<file path="src/rtl/vga_timing_pkg.sv">
// rtl/vga_timing_pkg.sv - 640x480@60 raster timing constants and coordinate type
package vga_timing_pkg;

   localparam int H_VISIBLE = 640;
   localparam int H_FP      = 16;
   localparam int H_SYNC    = 96;
   localparam int H_BP      = 48;
   localparam int V_VISIBLE = 480;
   localparam int V_FP      = 10;
   localparam int V_SYNC    = 2;
   localparam int V_BP      = 33;

   localparam int H_TOTAL = H_VISIBLE + H_FP + H_SYNC + H_BP;
   localparam int V_TOTAL = V_VISIBLE + V_FP + V_SYNC + V_BP;

   typedef logic [9:0] coord_t;

endpackage

</file>
<file path="src/rtl/vga_sync_gen.sv">
// rtl/vga_sync_gen.sv - raster counters, registered sync/blank flags and frame counter
module vga_sync_gen import vga_timing_pkg::*; #(
   parameter int H_VISIBLE = vga_timing_pkg::H_VISIBLE,
   parameter int H_FP      = vga_timing_pkg::H_FP,
   parameter int H_SYNC    = vga_timing_pkg::H_SYNC,
   parameter int H_BP      = vga_timing_pkg::H_BP,
   parameter int V_VISIBLE = vga_timing_pkg::V_VISIBLE,
   parameter int V_FP      = vga_timing_pkg::V_FP,
   parameter int V_SYNC    = vga_timing_pkg::V_SYNC,
   parameter int V_BP      = vga_timing_pkg::V_BP
) (
   input  logic       vga_clk,
   input  logic       Reset,
   output logic       hs,
   output logic       vs,
   output logic       blank,
   output logic       sync,
   output coord_t     DrawX,
   output coord_t     DrawY,
   output logic       line_end,
   output logic       frame_end,
   output logic [7:0] frame_count
);

   localparam int H_TOT = H_VISIBLE + H_FP + H_SYNC + H_BP;
   localparam int V_TOT = V_VISIBLE + V_FP + V_SYNC + V_BP;

   localparam coord_t H_LAST   = coord_t'(H_TOT - 1);
   localparam coord_t V_LAST   = coord_t'(V_TOT - 1);
   localparam coord_t H_VIS    = coord_t'(H_VISIBLE);
   localparam coord_t V_VIS    = coord_t'(V_VISIBLE);
   localparam coord_t HS_START = coord_t'(H_VISIBLE + H_FP);
   localparam coord_t HS_END   = coord_t'(H_VISIBLE + H_FP + H_SYNC);
   localparam coord_t VS_START = coord_t'(V_VISIBLE + V_FP);
   localparam coord_t VS_END   = coord_t'(V_VISIBLE + V_FP + V_SYNC);

   coord_t hc, vc;
   coord_t hc_nxt, vc_nxt;

   assign sync  = 1'b0;
   assign DrawX = hc;
   assign DrawY = vc;

   // next raster position: horizontal wraps every line, vertical wraps on the last line
   always_comb begin
      hc_nxt = hc + 10'd1;
      vc_nxt = vc;
      if (hc == H_LAST) begin
         hc_nxt = '0;
         if (vc == V_LAST) begin
            vc_nxt = '0;
         end else begin
            vc_nxt = vc + 10'd1;
         end
      end
   end

   // position counters
   always_ff @(posedge vga_clk or posedge Reset) begin
      if (Reset) begin
         hc <= '0;
         vc <= '0;
      end else begin
         hc <= hc_nxt;
         vc <= vc_nxt;
      end
   end

   // flags decoded from the next position so they line up with DrawX/DrawY
   always_ff @(posedge vga_clk or posedge Reset) begin
      if (Reset) begin
         hs        <= 1'b1;
         vs        <= 1'b1;
         blank     <= 1'b1;
         line_end  <= 1'b0;
         frame_end <= 1'b0;
      end else begin
         hs        <= !((hc_nxt >= HS_START) && (hc_nxt < HS_END));
         vs        <= !((vc_nxt >= VS_START) && (vc_nxt < VS_END));
         blank     <= (hc_nxt < H_VIS) && (vc_nxt < V_VIS);
         line_end  <= (hc_nxt == H_LAST);
         frame_end <= (hc_nxt == H_LAST) && (vc_nxt == V_LAST);
      end
   end

   // completed-frame counter, bumps on the wrap to (0,0)
   always_ff @(posedge vga_clk or posedge Reset) begin
      if (Reset) begin
         frame_count <= '0;
      end else if ((hc == H_LAST) && (vc == V_LAST)) begin
         frame_count <= frame_count + 8'd1;
      end
   end

endmodule
</file>
<file path="config.mk">
export PLATFORM = sky130hd
export DESIGN_NAME = vga_sync_gen
export DESIGN_NICKNAME = d
export VERILOG_FILES = /design/src/rtl/vga_timing_pkg.sv /design/src/rtl/vga_sync_gen.sv
export SDC_FILE = /design/constraint.sdc
export NUM_CORES = 1
export LEC_CHECK = 0
export CAP_MARGIN = 0
export CELL_PAD_IN_SITES_DETAIL_PLACEMENT = 1
export CELL_PAD_IN_SITES_GLOBAL_PLACEMENT = 1
export CORE_ASPECT_RATIO = 1.2
export CORE_UTILIZATION = 42
export DETAILED_ROUTE_END_ITERATION = 10
export PLACE_DENSITY = 0.82
export SLEW_MARGIN = 30
export SYNTH_ARGS = -nofsm -noshare
export SYNTH_HDL_FRONTEND = slang
export SYNTH_SLANG_ARGS = --single-unit
</file>
<file path="constraint.sdc">
create_clock -name vga_clk -period 4.8 [get_ports vga_clk]
set_clock_uncertainty 0.2 [all_clocks]
set_input_delay 0.48 -clock vga_clk [delete_from_list [all_inputs] [get_ports vga_clk]]
set_output_delay 0.48 -clock vga_clk [all_outputs]
set_load 0.02 [all_outputs]
</file>
# Word-level counts from Yosys, hierarchy flattened
# Index checks and enable logic that the tools add are counted.
[word_totals]
reg_bits = 33
input_bits = 2
output_inout_bits = 34
elab_cells = 31
[classes]
addsub = 3
n_lt_le_gt_ge = 6
eq_ne = 4
mux = 3
reduce_logical = 7
[ops]
columns = ["op", "count"]
rows = [
  ["$eq A10 B10 Y1 const B", 4],
  ["$mux W10", 3],
  ["$add A10 B1 Y10 const B", 2],
  ["$lt A10 B10 Y1 const B", 2],
  ["$lt A10 B9 Y1 const B", 2],
  ["$ge A10 B10 Y1 const B", 1],
  ["$ge A10 B9 Y1 const B", 1],
  ["$add A8 B1 Y8 const B", 1],
  ["$logic_and A1 B1 Y1", 5],
  ["$logic_not A1 Y1", 2],
]

# Longest topological paths before layout
# Gate-level depths: netlist of the first run.
[depth]
depth_word = 6
depth_mapped = 8
depth_no_buf = 8

# Least setup slack after synthesis of the first run
# Ideal clock, no wire load.
[synth_timing]
path_type = "register to register"
from = "reg hc[0], in the netlist DrawX[0]"
to = "reg vs"
arrival_ns = 2.541
path_slack_ns = 1.965
stages_incl_launch_ff = 9
cell_sequence = "dfrtp_1 > ha_1 > nand4_1 > or3_1 > clkbuf_2 > or3_1 > o21a_1 > o22a_1 > or4b_4"
[synth_via]
elab_chain_len = 5
word_cells_on_any_way = 6
cone_classes = "2 x order compare; 1 x eq/ne; 1 x mux; 2 x reduce/logical"
[synth_rtl]
columns = ["element", "line", "text"]
rows = [
  ["start, declared", "vga_sync_gen.sv:37", "coord_t hc, vc;"],
  ["start signal, assigned", "vga_sync_gen.sv:64", "hc <= hc_nxt;"],
  ["$eq A10 B10 Y1 *", "vga_sync_gen.sv:48", "if (hc == H_LAST) begin"],
  ["$mux W10 *", "vga_sync_gen.sv:48", ""],
  ["$ge A10 B9 Y1 or $lt A10 B9 Y1 (tied branches)", "vga_sync_gen.sv:79", "vs <= !((vc_nxt >= VS_START) && (vc_nxt < VS_END));"],
  ["$logic_and A1 B1 Y1 *", "vga_sync_gen.sv:79", ""],
  ["$logic_not A1 Y1 *", "vga_sync_gen.sv:79", ""],
  ["end signal, assigned", "vga_sync_gen.sv:79", ""],
  ["end, declared", "vga_sync_gen.sv:15", "output logic vs,"],
]
# Every way passes the cells marked *; elsewhere a longest branch is shown, timed or not.
# A chain may end at the register's enable or synchronous reset.

# Worst setup path after layout of the first run
[layout_timing]
from = "reg hc[0], in the netlist DrawX[0]"
to = "reg vs"
[layout_via]
elab_chain_len = 5
word_cells_on_any_way = 6
cone_classes = "2 x order compare; 1 x eq/ne; 1 x mux; 2 x reduce/logical"
[layout_rtl]
columns = ["element", "line", "text"]
rows = [
  ["$eq A10 B10 Y1 *", "vga_sync_gen.sv:48", ""],
  ["$mux W10 *", "vga_sync_gen.sv:48", ""],
  ["via vc_nxt[7]", "vga_sync_gen.sv:38", "coord_t hc_nxt, vc_nxt;"],
  ["$ge A10 B9 Y1 or $lt A10 B9 Y1 (tied branches)", "vga_sync_gen.sv:79", ""],
  ["$logic_and A1 B1 Y1 *", "vga_sync_gen.sv:79", ""],
  ["$logic_not A1 Y1 *", "vga_sync_gen.sv:79", ""],
]
# The timed path passes the listed nets; every way through them passes the cells marked *.

==> results.tsv, run 1 <==
stage	metric	value	unit
die	core	4290	sq um
die	rows	26	
clocking	clockBufferDepth	2	
yosys	synth_ff_type	dfrtp_1	
power_and_ir_drop	p_sw	0.000117	W
yosys	ys_seq_area_frac	0.436	
drt	drc_errors	0	
clocking	clock-sinks	33	
yosys	syn_avg_cell_area	9.37	sq um
power_and_ir_drop	cellInternalPower	0.000379	W
yosys	synth_edf_count	0	
finish	drive_gt1_frac	0.0723	
hold_path	hold_start	frame_count[7]	
yosys	async_flop_share	1.00	
grt	grt_pass1_vias	1661	
clocking	h-tree-depth	2	
drt	drt-initial-drc-count	60	
placement	port_buffers	34	
finish	fin_cells	291	
clocking	insertion_delay	290	ps
grt	grt_usage	0.235	
grt	grt_overflow_total	0	
power_and_ir_drop	irDropWorstVdd	0.000129	V
timing	min_period_over_period	0.689	
placement	place_congestion	0.890	
timing	hold_viol	0	
die	io_pins	36	
worst_setup_path	crit_required	4800	ps
yosys	ys_types	51	
drt	wl_per_cell	18.2	um
power_and_ir_drop	combPwrFrac	0.015	
power_and_ir_drop	clkPwrFrac	0.425	
placement	place_inst	283	
placement	dp_hpwl	3730	um
worst_setup_path	worstPathMaxFanout	13	
clocking	cts_root_buf	clkbuf_8	
die	initial_core_util	0.443	
hold_path	hold_class	flip-flop to flip-flop	
worst_setup_path	path_class	flip-flop to flip-flop	
timing	rsz0062_at_grt	false	
timing	hold_slack	299	ps
timing	fin_crit	3310	ps
yosys	yosysWarnings	0	
clocking	cts_setup_buffers	0	
grt	grt_pass1_wl	8600	um
worst_setup_path	end_kind	flip-flop	
drt	ant_nets	0	
finish	antennaDiodeCount	0	
timing	fmax	302	MHz
yosys	syn_nets	210	
yosys	syn_area	1900	sq um
yosys	post-synth-top-count-cell	dfrtp_1	
yosys	yosys_register_bits	33	
status	status	complete, no violations	
job	cap_violations	0	
clocking	cts.repair.resized	0	
finish	fin_util	0.548	
finish	nets	241	
worst_setup_path	r2r-start	DrawX[0]	
clocking	cts_hold_buf	0	
timing	final_max_slew_viol_count	0	
timing	setup-tns-final	0	ps
power_and_ir_drop	leakage	0.978	nW
clocking	clk_pin_slew_worst_paths	70	ps
worst_setup_path	start_kind	flip-flop	
clocking	cts_tree	built	
grt	antenna_found_initial	0	
drt	viasPerCell	5.70	
power_and_ir_drop	seqPwrFrac	0.560	
power_and_ir_drop	p_sw_frac	0.236	
clocking	cts_inserted_buffers	5	
grt	grt_max_degree	34	
timing	slew_headroom	0.549	
worst_setup_path	startpoint	DrawX[0]	
drt	vias	1658	
timing	finalSetupViolCount	0	
die	die_area	4800	sq um
drt	totalWireLength	5300	um
worst_setup_path	cp.arrival	3310	ps
power_and_ir_drop	power_density	211	nW/um^2
die	die_h	75.7	um
yosys	syn_inst	203	
yosys	synth_area_leaders	dfrtp_1, xnor2_1, dfstp_2	
yosys	synthTopCellsByCount	dfrtp_1, nand2_1, nand3_1	
drt	drt_pre_antenna_iters	4	
yosys	synth.largest_area_cell	dfrtp_1	
yosys	synth_top_area_share	0.395	
finish	syn2layout_area_growth	23.7	%
die	die_w	63.4	um
timing	tightestPinTransition	670	ps
-- worst max-delay path, cell delays in order, from the launching register on --
cell and delay (ps):
dfrtp_1 440, ha_1 460, nand4_1 320, nor4_1 650, nand2_1 200, xnor2_1 260, o2111ai_1 180, or4b_4 500
-- power by group through the flow --
stage	clock [W]	sequential [W]	combinational [W]
floorplan	0	0.000283	0.00000538
global placement	0	0.000283	0.00000776
detailed placement	0	0.000283	0.00000814
CTS	0.000214	0.000278	0.00000816
global route	0.000226	0.000278	0.00000891
finish	0.000211	0.000278	0.00000760
-- routing by layer --
layer | track usage | up-vias | wire length, um
met5 | 0 | - | 0
met4 | 0.0732 | 0 | 44
met3 | 0.0359 | 4 | 153
met2 | 0.416 | 36 | 2720
met1 | 0.297 | 827 | 2390
li1 | - | 791 | -
-- worst paths after layout --
path | endpoint | slack [ps] | cells past startpoint
min in group asynchronous | frame_count[3] | 390 | 3
worst min-delay path | frame_count[7] | 300 | 1
worst max register to register | vs | 1490 | 7
worst min register to register | frame_count[7] | 300 | 1
worst max-delay path | vs | 1490 | 7
max in group asynchronous | vs | 3660 | 3
-- logic make-up (layout without fill, tap and decap cells) --
family | count (synthesis) | in the layout | share of synthesized area
flops | 33 | 33 | 0.436
other cells | 1 | 1 | 0.00197
buf+inv | 20 | 52 | 0.0480
xor+xnor | 19 | 19 | 0.0875
compound gates | 39 | 39 | 0.143
simple gates | 84 | 84 | 0.239
mux | 2 | 2 | 0.0112
fa+ha+maj | 5 | 5 | 0.0329
-- layout by cell type, fill, tap and decap left out, types with 2 or more instances in the layout --
cell and n:
nand2_1 17, buf_4 2, nand4_1 8, nand3_1 14
a31oi_1 5, o21ai_0 7, clkdlybuf4s50_1 34, a41o_1 2
dfrtp_1 30, o2111ai_1 2, and3_1 4, nor4_1 4
o21bai_1 2, inv_1 8, and3b_1 2, or3_1 3
clkbuf_8 5, nand3b_1 2, o21a_1 2, nor2_1 12
xnor2_1 13, a21oi_1 7, nor2b_1 2, nand2b_1 3
ha_1 5, dfstp_2 3, nor4b_1 2, nor3_1 6
a211o_1 2, clkinv_2 2, xor2_1 6
-- area by class of cell --
type                    instances  area, sq um
fillers                       523         1940
multi-input cells             150          981
flip-flops and latches         33          830
repair buffers                 36          355
well taps                      56         70.1
clock buffers                   5         68.8
inverters                       8         30.0
clock inverters                 3         17.5
-- state kept, by name (all words and copies together) (netlist names) --
name and cells:
DrawX 10, DrawY 10, frame_count 8, blank 1, frame_end 1, hs 1
line_end 1, vs 1
-- metrics by stage --
step | instance area (sq um) | setup slack, ps | power (W)
global placement | 2270 | 1680 | 0.000291
CTS | 2350 | 1530 | 0.000501
detailed placement | 2270 | 1560 | 0.000291
finish | 2350 | 1490 | 0.000496
floorplan | 1900 | 1970 | 0.000289
global route | 2350 | 1320 | 0.000513
Power figures use the tool's default switching activity.
==> run 2: changes to the inputs <==
--- a/config.mk
+++ b/config.mk
@@ -9,9 +9,9 @@
 export CELL_PAD_IN_SITES_DETAIL_PLACEMENT = 1
 export CELL_PAD_IN_SITES_GLOBAL_PLACEMENT = 1
 export CORE_ASPECT_RATIO = 1.2
-export CORE_UTILIZATION = 42
+export CORE_UTILIZATION = 35
 export DETAILED_ROUTE_END_ITERATION = 10
-export PLACE_DENSITY = 0.82
+export PLACE_DENSITY = 0.73
 export SLEW_MARGIN = 30
 export SYNTH_ARGS = -nofsm -noshare
 export SYNTH_HDL_FRONTEND = slang
==> constraint.sdc (replaced) <==
create_clock -name vga_clk -period 2.75 [get_ports vga_clk]
set_clock_uncertainty 0.2 [all_clocks]
set_input_delay 0.275 -clock vga_clk [delete_from_list [all_inputs] [get_ports vga_clk]]
set_output_delay 0.275 -clock vga_clk [all_outputs]
set_load 0.02 [all_outputs]
==> run 2 against run 1 <==
Against the previous run: via count grew 3.4%; die area rose by 19%; sequential share of layout area shrank 3.3 points; largest power group unchanged.
==> results.tsv, run 2 (synthesis results as in run 1) <==
stage	metric	value	unit
worst_setup_path	start_kind	flip-flop	
finish	syn2layout_area_growth	37.4	%
finish	antennaDiodeCount	0	
finish	layout_commonest_cell	clkdlybuf4s50_1	
die	die_w	69.3	um
job	cap_violations	0	
worst_setup_path	end_kind	flip-flop	
hold_path	hold_class	input port to async pin	
grt	grt_usage	0.193	
worst_setup_path	cp_slowest_cell	or4b_4	
power_and_ir_drop	design_power_total	0.000972	W
worst_setup_path	r2r_end	vs	
drt	wl_per_cell	16.1	um
timing	slew_headroom	0.596	
timing	finalSetupViolCount	0	
timing	hold_slack	165	ps
grt	grt_max_degree	17	
worst_setup_path	worstPathMaxFanout	6	
clocking	insertion_delay	280	ps
die	initial_core_util	0.361	
drt	wl_met2	2570	um
grt	grt_pass1_vias	1719	
worst_setup_path	startpoint	DrawX[0]	
worst_setup_path	r2r_slack	90	ps
finish	drive_gt1_frac	0.189	
timing	fin_crit	2660	ps
clocking	cts_inserted_buffers	5	
finish	fin_cells	321	
worst_setup_path	crit_chain	ha_4, nand4_1, or3_4, or3_1, o21a_1, o22a_1, or4b_4	
drt	drt_pre_antenna_iters	4	
power_and_ir_drop	irDropWorstVdd	0.000160	V
placement	place_inst	310	
timing	hold_viol	0	
worst_setup_path	path_class	flip-flop to flip-flop	
worst_setup_path	crit_required	2750	ps
worst_setup_path	ff2ff_path_depth	7	
timing	rsz0062_at_grt	true	
worst_setup_path	r2r-start	DrawX[0]	
drt	viasPerCell	5.34	
drt	drc_errors	0	
timing	min_period_over_period	0.966	
drt	wl_met3	169	um
placement	dp_hpwl	3840	um
clocking	cts_root_buf	clkbuf_8	
placement	place_congestion	0.877	
finish	nets	265	
drt	drt-initial-drc-count	102	
timing	final_max_slew_viol_count	0	
status	status	complete, no violations	
drt	highest_layer	met4	
die	io_pins	36	
finish	fillCellCount	589	
placement	port_buffers	34	
die	rows	29	
finish	fin_area	2610	sq um
worst_setup_path	cp.arrival	2660	ps
grt	grt_overflow_total	0	
worst_setup_path	slowest_delay	500	ps
clocking	clk_pin_slew_worst_paths	70	ps
drt	totalWireLength	5180	um
clocking	cts_tree	built	
die	die_h	82.8	um
power_and_ir_drop	leakage	1.13	nW
clocking	clock-sinks	33	
drt	m1WireLength	2380	um
power_and_ir_drop	power_density	372	nW/um^2
finish	most-common-layout-cells	clkdlybuf4s50_1, dfrtp_1, buf_4	
drt	vias	1715	
placement	placed_area	2450	sq um
clocking	h-tree-depth	2	
die	die_area	5730	sq um
clocking	cts_hold_buf	0	
grt	grt_pass1_wl	8530	um
drt	ant_nets	0	
die	core	5260	sq um
timing	tightestPinTransition	605	ps
timing	fmax	376	MHz
grt	antenna_found_initial	0	
clocking	clockBufferDepth	2	
-- run 2: how the worst max path moves through the flow --
stage	endpoint	slack, ps
6_report	vs	90
2_1_floorplan	vs	4
3_3_place_gp	vs	130
3_5_place_dp	vs	70
4_1_cts	vs	50
5_1_grt	vs	-30
-- run 2: area by class of cell --
cell class                 instances  area, sq um  share of cell area
tap                               62         77.6              0.0297
timing repair buffer              60          536               0.205
sequential                        33          835               0.319
multi-input combinational        150         1020               0.390
inverter                           8         30.0              0.0115
clock inverter                     1         30.0              0.0115
clock buffer                       7         86.3              0.0330
-- run 2: through the flow --
step | TNS [ps] | worst slack [ps] | util
finish | 0 | 92.7 | 0.497
global route | -30.4 | -30.4 | 0.497
CTS | 0 | 53.2 | 0.488
detailed placement | 0 | 68.2 | 0.465
floorplan | 0 | 4.18 | -
global placement | 0 | 135 | 0.465
-- run 2: layer usage --
metal | up-vias | GRT usage
met5 | - | 0
met4 | 0 | 0.0551
met3 | 5 | 0.0400
met2 | 35 | 0.336
met1 | 835 | 0.245
li1 | 840 | -
-- run 2: critical path, delay by kind of cell (launching register included) --
family,cells,cell delay [ps]
fa+ha+maj,1,150
simple gates,4,1470
flops,1,420
compound gates,2,320
-- run 2: what timing repair did --
item,CTS,global route
gates resized for setup,0,4
setup buffers,0,3
endpoints found under the setup margin,0,1
endpoints found under the hold margin,0,0
-- run 2: report_power, final --
group | switching, W | internal, W | leakage [nW] | total [W]
logic | 0.0000110 | 0.00000316 | 0.641 | 0.0000141
clock network | 0.000177 | 0.000295 | 0.0585 | 0.000472
registers | 0 | 0.000485 | 0.434 | 0.000485
